==> src/rtl/life_disp_pkg.sv <==
// Shared types and width helpers for the Game-of-Life LED-matrix scan path.
package life_disp_pkg;

  typedef enum logic [1:0] {
    S_IDLE,
    S_ON,
    S_BLANK
  } scan_state_t;

  localparam int DEF_ROWS = 8;
  localparam int DEF_COLS = 8;

  // Index width for an n-entry dimension; never narrower than one bit.
  function automatic int idx_w(input int n);
    return (n > 1) ? $clog2(n) : 1;
  endfunction

  function automatic int cnt_w(input int dwell, input int blank);
    return $clog2(((dwell > blank) ? dwell : blank) + 1);
  endfunction

endpackage

==> src/rtl/life_matrix_scan_if.sv <==
// Host/display bundle for the matrix scanner: cell writes, swap handshake, row/column drive.
interface life_matrix_scan_if
  import life_disp_pkg::*;
#(
  parameter int ROWS = DEF_ROWS,
  parameter int COLS = DEF_COLS
);
  localparam int ROW_W = idx_w(ROWS);
  localparam int COL_W = idx_w(COLS);

  logic             disp_en;
  logic             wr_en;
  logic [ROW_W-1:0] wr_row;
  logic [COL_W-1:0] wr_col;
  logic             wr_bit;
  logic             swap_req;
  logic             swap_ack;
  logic             swap_pending;
  logic [ROWS-1:0]  row_sel;
  logic [COLS-1:0]  col_on;
  logic             frame_start;

  modport master (
    output disp_en, wr_en, wr_row, wr_col, wr_bit, swap_req,
    input  swap_ack, swap_pending, row_sel, col_on, frame_start
  );

  modport slave (
    input  disp_en, wr_en, wr_row, wr_col, wr_bit, swap_req,
    output swap_ack, swap_pending, row_sel, col_on, frame_start
  );

endinterface

==> src/rtl/frame_buffer.sv <==
// Two ROWS x COLS bit banks: writes go to the back bank, reads come from the front bank.
module frame_buffer
  import life_disp_pkg::*;
#(
  parameter  int ROWS  = DEF_ROWS,
  parameter  int COLS  = DEF_COLS,
  localparam int ROW_W = idx_w(ROWS),
  localparam int COL_W = idx_w(COLS)
) (
  input  logic             clk,
  input  logic             rst_n,
  input  logic             wr_en,
  input  logic [ROW_W-1:0] wr_row,
  input  logic [COL_W-1:0] wr_col,
  input  logic             wr_bit,
  input  logic             swap,
  input  logic [ROW_W-1:0] rd_row,
  output logic [COLS-1:0]  rd_data
);

  logic [COLS-1:0] bank [2][ROWS];
  logic            front_sel;
  logic            wr_ok;

  assign wr_ok = wr_en && (int'(wr_row) < ROWS) && (int'(wr_col) < COLS);

  // NOTE: storage arrays carry no reset; resetting them would turn RAM into a flop bank.
  always_ff @(posedge clk) begin
    if (wr_ok) bank[~front_sel][wr_row][wr_col] <= wr_bit;
  end

  // A write in the swap cycle still uses the old front_sel, so it lands in the bank about to be shown.
  always_ff @(posedge clk or negedge rst_n) begin
    if (!rst_n)    front_sel <= 1'b0;
    else if (swap) front_sel <= ~front_sel;
  end

  assign rd_data = bank[front_sel][rd_row];

endmodule

==> src/rtl/life_matrix_scan.sv <==
// Row-multiplexed matrix scanner with dwell/blank timing and tear-free bank swap at frame boundaries.
module life_matrix_scan
  import life_disp_pkg::*;
#(
  parameter int ROWS  = DEF_ROWS,
  parameter int COLS  = DEF_COLS,
  parameter int DWELL = 1000,
  parameter int BLANK = 2
) (
  input logic               clk,
  input logic               rst_n,
  life_matrix_scan_if.slave bus
);

  localparam int ROW_W = idx_w(ROWS);
  localparam int CNT_W = cnt_w(DWELL, BLANK);

  localparam logic [ROW_W-1:0] LAST_ROW   = ROW_W'(ROWS - 1);
  localparam logic [CNT_W-1:0] LAST_ON    = CNT_W'(DWELL - 1);
  localparam logic [CNT_W-1:0] LAST_BLANK = CNT_W'(BLANK - 1);

  scan_state_t      state, state_nx;
  logic [ROW_W-1:0] row, row_nx;
  logic [CNT_W-1:0] cnt, cnt_nx;
  logic             pending, pending_nx, swap_now, ack_d;
  logic [COLS-1:0]  front_row;

  logic             lit;
  logic [ROWS-1:0]  row_one, row_sel_nx, row_sel_q;
  logic [COLS-1:0]  col_on_nx, col_on_q;
  logic             frame_start_nx, frame_start_q;
  logic             swap_pending_nx, swap_pending_q, swap_ack_q;

  frame_buffer #(.ROWS(ROWS), .COLS(COLS)) u_fb (
    .clk     (clk),
    .rst_n   (rst_n),
    .wr_en   (bus.wr_en),
    .wr_row  (bus.wr_row),
    .wr_col  (bus.wr_col),
    .wr_bit  (bus.wr_bit),
    .swap    (swap_now),
    .rd_row  (row),
    .rd_data (front_row)
  );

  assign swap_now   = pending && ((state == S_IDLE) ||
                      (state == S_BLANK && cnt == LAST_BLANK && row == LAST_ROW));
  assign pending_nx = (pending && !swap_now) || bus.swap_req;

  // NOTE: clocked state uses non-blocking assignments so every flop samples pre-edge values.
  always_ff @(posedge clk or negedge rst_n) begin
    if (!rst_n) begin
      state   <= S_IDLE;
      row     <= '0;
      cnt     <= '0;
      pending <= 1'b0;
      ack_d   <= 1'b0;
    end else begin
      state   <= state_nx;
      row     <= row_nx;
      cnt     <= cnt_nx;
      pending <= pending_nx;
      ack_d   <= swap_now;
    end
  end

  // NOTE: every combinational output gets a default first so no path infers a latch.
  always_comb begin
    state_nx = state;
    row_nx   = row;
    cnt_nx   = cnt + CNT_W'(1);
    if (!bus.disp_en) begin
      state_nx = S_IDLE;
      row_nx   = '0;
      cnt_nx   = '0;
    end else begin
      unique case (state)
        S_IDLE: begin
          state_nx = S_ON;
          row_nx   = '0;
          cnt_nx   = '0;
        end
        S_ON: if (cnt == LAST_ON) begin
          state_nx = S_BLANK;
          cnt_nx   = '0;
        end
        S_BLANK: if (cnt == LAST_BLANK) begin
          state_nx = S_ON;
          cnt_nx   = '0;
          row_nx   = (row == LAST_ROW) ? '0 : row + ROW_W'(1);
        end
        default: begin
          state_nx = S_IDLE;
          row_nx   = '0;
          cnt_nx   = '0;
        end
      endcase
    end
  end

  // Outputs trail the state by one register; the ack is delayed to match so it lands on frame_start.
  always_comb begin
    lit          = bus.disp_en && (state == S_ON);
    row_one      = '0;
    row_one[row] = 1'b1;
    row_sel_nx   = lit ? row_one : '0;
    col_on_nx    = '0;
    if (lit) col_on_nx = (cnt == '0) ? front_row : col_on_q;
    frame_start_nx  = lit && (row == '0) && (cnt == '0);
    swap_pending_nx = pending_nx || swap_now;
  end

  always_ff @(posedge clk or negedge rst_n) begin
    if (!rst_n) begin
      row_sel_q      <= '0;
      col_on_q       <= '0;
      frame_start_q  <= 1'b0;
      swap_pending_q <= 1'b0;
      swap_ack_q     <= 1'b0;
    end else begin
      row_sel_q      <= row_sel_nx;
      col_on_q       <= col_on_nx;
      frame_start_q  <= frame_start_nx;
      swap_pending_q <= swap_pending_nx;
      swap_ack_q     <= ack_d;
    end
  end

  assign bus.row_sel      = row_sel_q;
  assign bus.col_on       = col_on_q;
  assign bus.frame_start  = frame_start_q;
  assign bus.swap_pending = swap_pending_q;
  assign bus.swap_ack     = swap_ack_q;

endmodule

==> src/flat_wrapper.sv <==
// flat-port wrapper written by rule: the top's interface ports become plain ports
module life_matrix_scan_flat import life_disp_pkg::*;
#(
  parameter int ROWS  = DEF_ROWS,
  parameter int COLS  = DEF_COLS,
  parameter int DWELL = 1000,
  parameter int BLANK = 2
)
  (clk, rst_n, bus_disp_en, bus_wr_en, bus_wr_row, bus_wr_col, bus_wr_bit, bus_swap_req, bus_swap_ack, bus_swap_pending, bus_row_sel, bus_col_on, bus_frame_start);
  life_matrix_scan_if #(.ROWS(ROWS), .COLS(COLS)) bus_i ();
  input logic clk;
  input logic rst_n;
  input wire logic [$bits(bus_i.disp_en)-1:0] bus_disp_en;
  input wire logic [$bits(bus_i.wr_en)-1:0] bus_wr_en;
  input wire logic [$bits(bus_i.wr_row)-1:0] bus_wr_row;
  input wire logic [$bits(bus_i.wr_col)-1:0] bus_wr_col;
  input wire logic [$bits(bus_i.wr_bit)-1:0] bus_wr_bit;
  input wire logic [$bits(bus_i.swap_req)-1:0] bus_swap_req;
  output wire logic [$bits(bus_i.swap_ack)-1:0] bus_swap_ack;
  output wire logic [$bits(bus_i.swap_pending)-1:0] bus_swap_pending;
  output wire logic [$bits(bus_i.row_sel)-1:0] bus_row_sel;
  output wire logic [$bits(bus_i.col_on)-1:0] bus_col_on;
  output wire logic [$bits(bus_i.frame_start)-1:0] bus_frame_start;
  assign bus_i.disp_en = bus_disp_en;
  assign bus_i.wr_en = bus_wr_en;
  assign bus_i.wr_row = bus_wr_row;
  assign bus_i.wr_col = bus_wr_col;
  assign bus_i.wr_bit = bus_wr_bit;
  assign bus_i.swap_req = bus_swap_req;
  assign bus_swap_ack = bus_i.swap_ack;
  assign bus_swap_pending = bus_i.swap_pending;
  assign bus_row_sel = bus_i.row_sel;
  assign bus_col_on = bus_i.col_on;
  assign bus_frame_start = bus_i.frame_start;
  life_matrix_scan #(.ROWS(ROWS), .COLS(COLS), .DWELL(DWELL), .BLANK(BLANK)) u_core (.clk(clk), .rst_n(rst_n), .bus(bus_i));
endmodule
==> config.mk <==
export PLATFORM = sky130hd
export DESIGN_NAME = life_matrix_scan_flat
export DESIGN_NICKNAME = d
export VERILOG_FILES = /design/src/rtl/life_disp_pkg.sv /design/src/rtl/life_matrix_scan_if.sv /design/src/rtl/frame_buffer.sv /design/src/rtl/life_matrix_scan.sv /design/src/flat_wrapper.sv
export SDC_FILE = /design/constraint.sdc
export NUM_CORES = 1
export LEC_CHECK = 0
export ABC_AREA = 1
export CORE_MARGIN = 4
export CORE_UTILIZATION = 65
export CTS_CLUSTER_DIAMETER = 80
export CTS_CLUSTER_SIZE = 16
export DETAILED_ROUTE_END_ITERATION = 10
export HOLD_SLACK_MARGIN = 0.08
export PLACE_DENSITY = 0.84
export SETUP_SLACK_MARGIN = 0.3
export SYNTH_ARGS = -nofsm -noshare
export SYNTH_HDL_FRONTEND = slang
export SYNTH_SLANG_ARGS = --single-unit
==> constraint.sdc <==
create_clock -name clk -period 3.3 [get_ports clk]
set_clock_uncertainty 0.05 [all_clocks]
set_input_delay 0.66 -clock clk [delete_from_list [all_inputs] [get_ports clk]]
set_output_delay 0.66 -clock clk [all_outputs]
set_load 0.05 [all_outputs]
======== Yosys cells after proc, flatten, opt, wreduce, memory -nomap -nowiden ========
Memory sizes are Yosys's and may differ from the RTL's.
Index checks and enable logic that the tools add are counted.
storage, ports and cells
  bits in writable memories ............... 128
  input bits .............................. 12
  word-level logic and storage cells ...... 78
  bits in read-only memories .............. 0
  register bits ........................... 37
  bits in latches ......................... 0
  memories ................................ 1
memories
  name              words  width  read ports  clocked after Yosys merged registers in  write ports  RTL line            RTL
  u_core.u_fb.bank  2      64     1           0                                        1            frame_buffer.sv:21  logic [COLS-1:0] bank [2][ROWS];
cells by class
  eq/ne operators ......................... 9
  bitwise gates (word level) .............. 3
  $add $sub $neg .......................... 2
  multipliers ............................. 0
  shift-type cells ........................ 0
  div/mod/pow operators ................... 0
  magnitude comparators ................... 7
  reduce and logical (&&, ||, !) cells .... 19
  muxes and demuxes ....................... 26
operator list
  kind                                                                           count
  64-bit 2-to-1 mux                                                              1
  8-bit 2-to-1 mux                                                               6
  10-bit 2-to-1 mux                                                              3
  8-bit binary-select mux with 3-bit select                                      1
  8-bit demux with 3-bit select                                                  1
  10-bit case mux with 2 select lines                                            1
  10-bit by 1-bit adder with 10-bit output (second input constant)               1
  10-bit by 1-bit == test with 1-bit output (second input constant)              1
  10-bit == test (second input constant)                                         1
  1-bit logical AND                                                              10
  10-bit zero test                                                               1
  3-bit 2-to-1 mux                                                               3
  4-bit >= comparator (second input constant)                                    2
  3-bit by 4-bit less-than comparator with 1-bit output (second input constant)  2
  3-bit NOT with 4-bit output                                                    2
  1-bit demux with 3-bit select                                                  2
  3-bit by 1-bit >= comparator with 1-bit output (second input constant)         2
  2-bit 2-to-1 mux                                                               3
  2-bit case mux with 3 select lines                                             1
  3-bit case mux with 2 select lines                                             1
  4-bit by 1-bit less-than comparator with 1-bit output (second input constant)  1
  2-bit inequality test (second input constant)                                  2
  2-bit AND reduction                                                            2
  3-bit by 1-bit adder with 3-bit output (second input constant)                 1
  other kinds (11)                                                               15

======== Depth between registers and ports, before layout ========
  word-level depth ........................ 9
  depth in mapped cells ................... 10
  mapped depth without buffers ............ 9

======== By module ========
A second synthesis with hierarchy kept.
unflattened totals
  cell total of the unflattened synthesis .. 932
  area total of the unflattened synthesis .. 8491.9 µm²
by module, submodules not included
  module            area an instance (µm²)  times used  cells each
  frame_buffer      6715.2                  1           732
  life_matrix_scan  1776.7                  1           200

======== Least setup slack after synthesis ========
Ideal clock, no wire load.
  kind .................................... in2reg
  start point ............................. input bus_wr_en
  end point ............................... memory u_core.u_fb.bank[0][59] in the netlist's numbering, enable pin
  data arrival time ....................... 1443 ps
  path buffers ............................ 1
  required time ........................... 2938 ps
  setup time .............................. 312 ps
  path slack .............................. 1495 ps
  stages on the path ...................... 5
  cell sequence ........................... buf_2 -> inv_2 -> nor3_2 -> inv_2 -> nor3_1
on the way
  word-level cells in the longest chain between the ends .. 2
RTL lines
  item                                     RTL line            RTL
  start, declared                          flat_wrapper.sv:14  input wire logic [$bits(bus_i.wr_en)-1:0] bus_wr_en;
  1-bit 2-to-1 mux                         frame_buffer.sv:29  if (wr_ok) bank[~front_sel][wr_row][wr_col] <= wr_bit;
  64-bit 2-to-1 mux (not written as such)  frame_buffer.sv:29
  end, declared                            frame_buffer.sv:21
Every way passes these cells.

======== Worst setup path after layout ========
  start point ............................. input bus_wr_col[2]
  end point ............................... memory u_core.u_fb.bank[0][12] in the netlist's numbering, enable pin
on the way
  word-level cells in the longest chain between the ends .. 7
RTL lines
  item                                                                                                                                           RTL line            RTL
  start, declared                                                                                                                                flat_wrapper.sv:16  input wire logic [$bits(bus_i.wr_col)-1:0] bus_wr_col;
  3-bit by 4-bit less-than comparator with 1-bit output (not written as such) or 3-bit by 1-bit >= comparator with 1-bit output (tied branches)  frame_buffer.sv:29
  1-bit logical AND (not written as such)                                                                                                        frame_buffer.sv:29
  1-bit 2-to-1 mux (not written as such)                                                                                                         frame_buffer.sv:29
  1-bit demux with 3-bit select *                                                                                                                frame_buffer.sv:29
  8-bit 2-to-1 mux (not written as such) *                                                                                                       frame_buffer.sv:29
  8-bit demux with 3-bit select *                                                                                                                frame_buffer.sv:29
  64-bit 2-to-1 mux (not written as such) *                                                                                                      frame_buffer.sv:29
Every way passes the cells marked *; elsewhere a longest branch is shown, timed or not.

==> metrics.sh <==
OUTCOME='finished clean'
DRT_DRC_VIOLATIONS_LEFT=0
PLACEDCELLCOUNT=1112
CORE_AREA_MM2=0.0128
SYNTH_CELL_TYPE_COUNT=27
FINAL-SEQ-AREA_MM2=0.00477
POSTCTSHOLDBUFS=0
POSTSYNTH.TOPFLOPCELL='sky130_fd_sc_hd__edfxtp_1'
FP.DIEW_UM=124
ROUTE.MET2.WL_UM=8820
PATH_CLK_SLEW_NS=0.06
IO_PINS=31
NETLIST_INSTANCES=952
SYNTH_NETS=974
FINAL_NET_COUNT=981
HOLD_CLASS='flop to flop'
NET-SWITCHING-POWER_mW=2.11
DRTPASS1ITERATIONS=5
CLOCK_POWER_SHARE_PCT=30.2
P_PER_AREA_mW_PER_MM2=618
WORSTSKEWPAIRLATENCY_NS=0.42
GR-USAGE-ALL-LAYERS_PCT=24.5
SYNTH.AVG_CELL_AREA_UM2=9.12
WORST_SLEW_MARGIN_REL_PCT=28.8
FINAL_MAX_SLEW_VIOL_COUNT=0
MAXCAPVIOLCOUNT=0
GRT_START_MAX_NET_PINS=130
DETAIL_ROUTE.WIRELENGTH_UM=17500
ROUTEDWLPERCELL_UM=15.3
VDD_DROP_MAX_mV=0.555
SYNTHMOSTINSTANTIATEDCELL='sky130_fd_sc_hd__nand2_1'
ANTENNADIODECOUNT=0
TIMING.FINAL.SETUP_VIOLATIONS=0
WIRELENGTH_MET1_UM=7120
EFFECTIVE_UTILIZATION_AT_FLOORPLAN_PCT=67.7
LAYOUT.CELLS.NON_FILLER=1143
SHARE_SEQ_OF_TOTAL_POWER_PCT=40.2
SYNTH_SEQ_CELLS=165
SYNTHDOMINANTAREACELLTYPE='sky130_fd_sc_hd__edfxtp_1'
SYNTH_COMMON_CELLS='sky130_fd_sc_hd__nand2_1 (289), sky130_fd_sc_hd__inv_1 (146), sky130_fd_sc_hd__edfxtp_1 (128)'
SYNTH_AREA_LEADERS='sky130_fd_sc_hd__edfxtp_1 (44%), sky130_fd_sc_hd__nand2_1 (12%), sky130_fd_sc_hd__dfrtp_1 (11%), sky130_fd_sc_hd__nor3_2 (9.7%), sky130_fd_sc_hd__inv_1 (6.3%)'
COMB_POWER_SHARE_PCT=29.6
FMAXACHIEVABLE_MHz=417
NUMBER_OF_FLOPS_MAPPED_TO_ENABLE_CELLS_BY_YOSYS=128
ROWS=41
SETUP-TNS-FINAL_NS=0
PORTBUFFERS=30
MET3_WIRELENGTH_UM=1240
ENDPOINT_KIND='flop'
SYN2LAYOUT_AREA_GROWTH_PCT=9.88
GP_CONGESTION=0.815
POSTSYNTH.ASYNCRESETSHARE_PCT=22.4
YOSYS_WARNINGS=0
POST_ROUTE_FRACTION_OF_THE_PERIOD_CONSUMED_BY_THE_CRITICAL_PATH_PCT=72.7
FILL_CELLS=907
GLOBALROUTE.TOTALOVERFLOW=0
CTSHTREEMAXLEVEL=4
GRT_PASS1_WL_UM=28400
DETAIL_ROUTE.VIAS_PER_CELL=5.39
DRIVE_ABOVE_1_SHARE_PCT=14.2
INTPOWER_mW=3.79
POST-CTS-SETUP-BUFFER-COUNT=0
FIRST_GLOBAL_VIAS=5790
CTS-BUFFERS-INSERTED=17
CTS_TREE='done'
NUMCLOCKSINKS=165
DIE-AREA_MM2=0.0153
WORST-ENDPOINT-ARRIVAL_NS=2.46
TIMING_HOLD_VIOLATIONS_FINAL=0
GRT_ANTENNA_BEFORE_REPAIR=0
MULTI_INPUT_COMB_AREA_MM2=0.00303
ROUTE.VIAS.TOTAL=6158
DETAILEDROUTE.FIRSTITERATIONVIOLATIONS=703
ANTENNA_VIOLATING_NETS_POST_ROUTE=0
POWER_SWITCHING_SHARE_PCT=35.8
YOSYS.AREA.TOP_TYPE_SHARE_PCT=44.3
MAX_SLEW.WORST_PIN.SLEW_NS=1.06
DIE_H_UM=124
WORST_EP_REQUIRED_TIME_NS=3.36
TIMING.FINAL.CRIT_PERIOD_NS=2.40
SYN-CELL-AREA_MM2=0.00868
TOTAL_LEAKAGE_POWER_nW=4.02
WORSTSETUPSTARTPOINTTYPE='input port'
LARGEST_FANOUT_OF_ANY_NET_ON_THE_CRITICAL_PATH=12
UNREPAIRED_SETUP_ENDPOINTS_AFTER_GLOBAL_ROUTING='false'
HPWLAFTERDP_UM=10200
CTS_RESIZED=0
SEQ_AREA_FRAC_SYNTH_PCT=54.9
TOP_LAYER_USED='met4'
CRITICAL_PATH_CLASS='input port to flop'
MAXIMUM_COUNT_OF_CLOCK_BUFFERS_ALONG_A_SINGLE_PATH=2
CLOCKROOTBUFFER='sky130_fd_sc_hd__clkbuf_16'
critical path, cell delays in order:
cell and delay, ns:
sky130_fd_sc_hd__clkdlybuf4s50_1 0.64, sky130_fd_sc_hd__inv_2 0.12, sky130_fd_sc_hd__nor3_2 0.27, sky130_fd_sc_hd__nand2_1 0.42, sky130_fd_sc_hd__nor3_1 0.36
cells by family (layout without fill, tap and decap cells):
logic type	count (synthesis)	after routing	synth area share [%]
AO/OA/AOI/OAI	11	11	0.634
XOR/XNOR	7	7	0.706
adder cells (fa/ha/maj)	10	10	1.44
buffers and inverters	209	228	10.2
flip-flops	165	165	54.9
AND/OR/NAND/NOR	550	550	32.1
per-layer routing:
metal / vias to the layer above / GRT usage [%]
li1: 3033 / -
met1: 2884 / 31.6
met2: 220 / 40.9
met3: 21 / 5.81
met4: 0 / 8.30
met5: - / 0
worst paths after layout:
path	endpoint	cells after the start	slack, ns	startpoint
worst max-delay path	u_core.u_fb.bank[0][12]	5	0.90	bus_wr_col[2]
worst min-delay path	u_core.bus.swap_ack	0	0.30	u_core.ack_d
worst max register to register	u_core.bus.col_on[2]	9	1.10	u_core.u_fb.front_sel
worst min register to register	u_core.bus.swap_ack	0	0.30	u_core.ack_d
max in group asynchronous	u_core.bus.col_on[0]	2	1.96	rst_n
min in group asynchronous	u_core.state[0]	1	0.53	rst_n
per-stage QoR:
stage	power [mW]	hold WS [ns]	utilization, %	instance area, um2	worst slack (ns)
2_1_floorplan	3.75	0.281	-	8680	1.49
3_3_place_gp	4.11	0.282	70.3	9020	0.547
3_5_place_dp	4.14	0.286	70.3	9020	0.473
4_1_cts	5.91	0.299	74.4	9540	0.918
5_1_grt	6.21	0.304	74.4	9540	0.740
6_report	5.90	0.298	74.4	9540	0.902
state kept, by name, indices dropped and copies added, names as in the netlist, 2 cells and up:
name,flops
u_core.u_fb.bank,128
u_core.cnt,10
u_core.bus.col_on,8
u_core.bus.row_sel,8
u_core.row,3
u_core.state,2
power groups by stage:
stage,sequential [mW],clock (mW),combinational (mW)
global route,2.38,1.90,1.93
global placement,2.41,0,1.70
CTS,2.37,1.80,1.74
detailed placement,2.41,0,1.73
finish,2.37,1.78,1.75
floorplan,2.53,0,1.23
placed cells by master (no fill, tap or decap), types with 5 or more instances in the layout:
cell                                n
sky130_fd_sc_hd__ha_1              10
sky130_fd_sc_hd__clkinv_1           5
sky130_fd_sc_hd__inv_2             12
sky130_fd_sc_hd__edfxtp_1         128
sky130_fd_sc_hd__nand3_1           72
sky130_fd_sc_hd__xor2_1             6
sky130_fd_sc_hd__nor2_1            62
sky130_fd_sc_hd__o21ai_1            8
sky130_fd_sc_hd__clkdlybuf4s50_1   29
sky130_fd_sc_hd__dfrtp_1           36
sky130_fd_sc_hd__nand2_1          289
sky130_fd_sc_hd__nor3_2            84
sky130_fd_sc_hd__inv_1            146
sky130_fd_sc_hd__nor3_1            31
sky130_fd_sc_hd__clkbuf_16         17
area by class of cell:
| cell class | count | area share (%) |
|---|---|---|
| sequential | 165 | 50.0 |
| multi-input combinational | 578 | 31.7 |
| inverter | 159 | 6.28 |
| clock buffer | 18 | 4.50 |
| timing repair buffer | 38 | 4.25 |
| tap | 172 | 2.26 |
| clock inverter | 13 | 0.970 |
(Power assumes the default switching activity.)
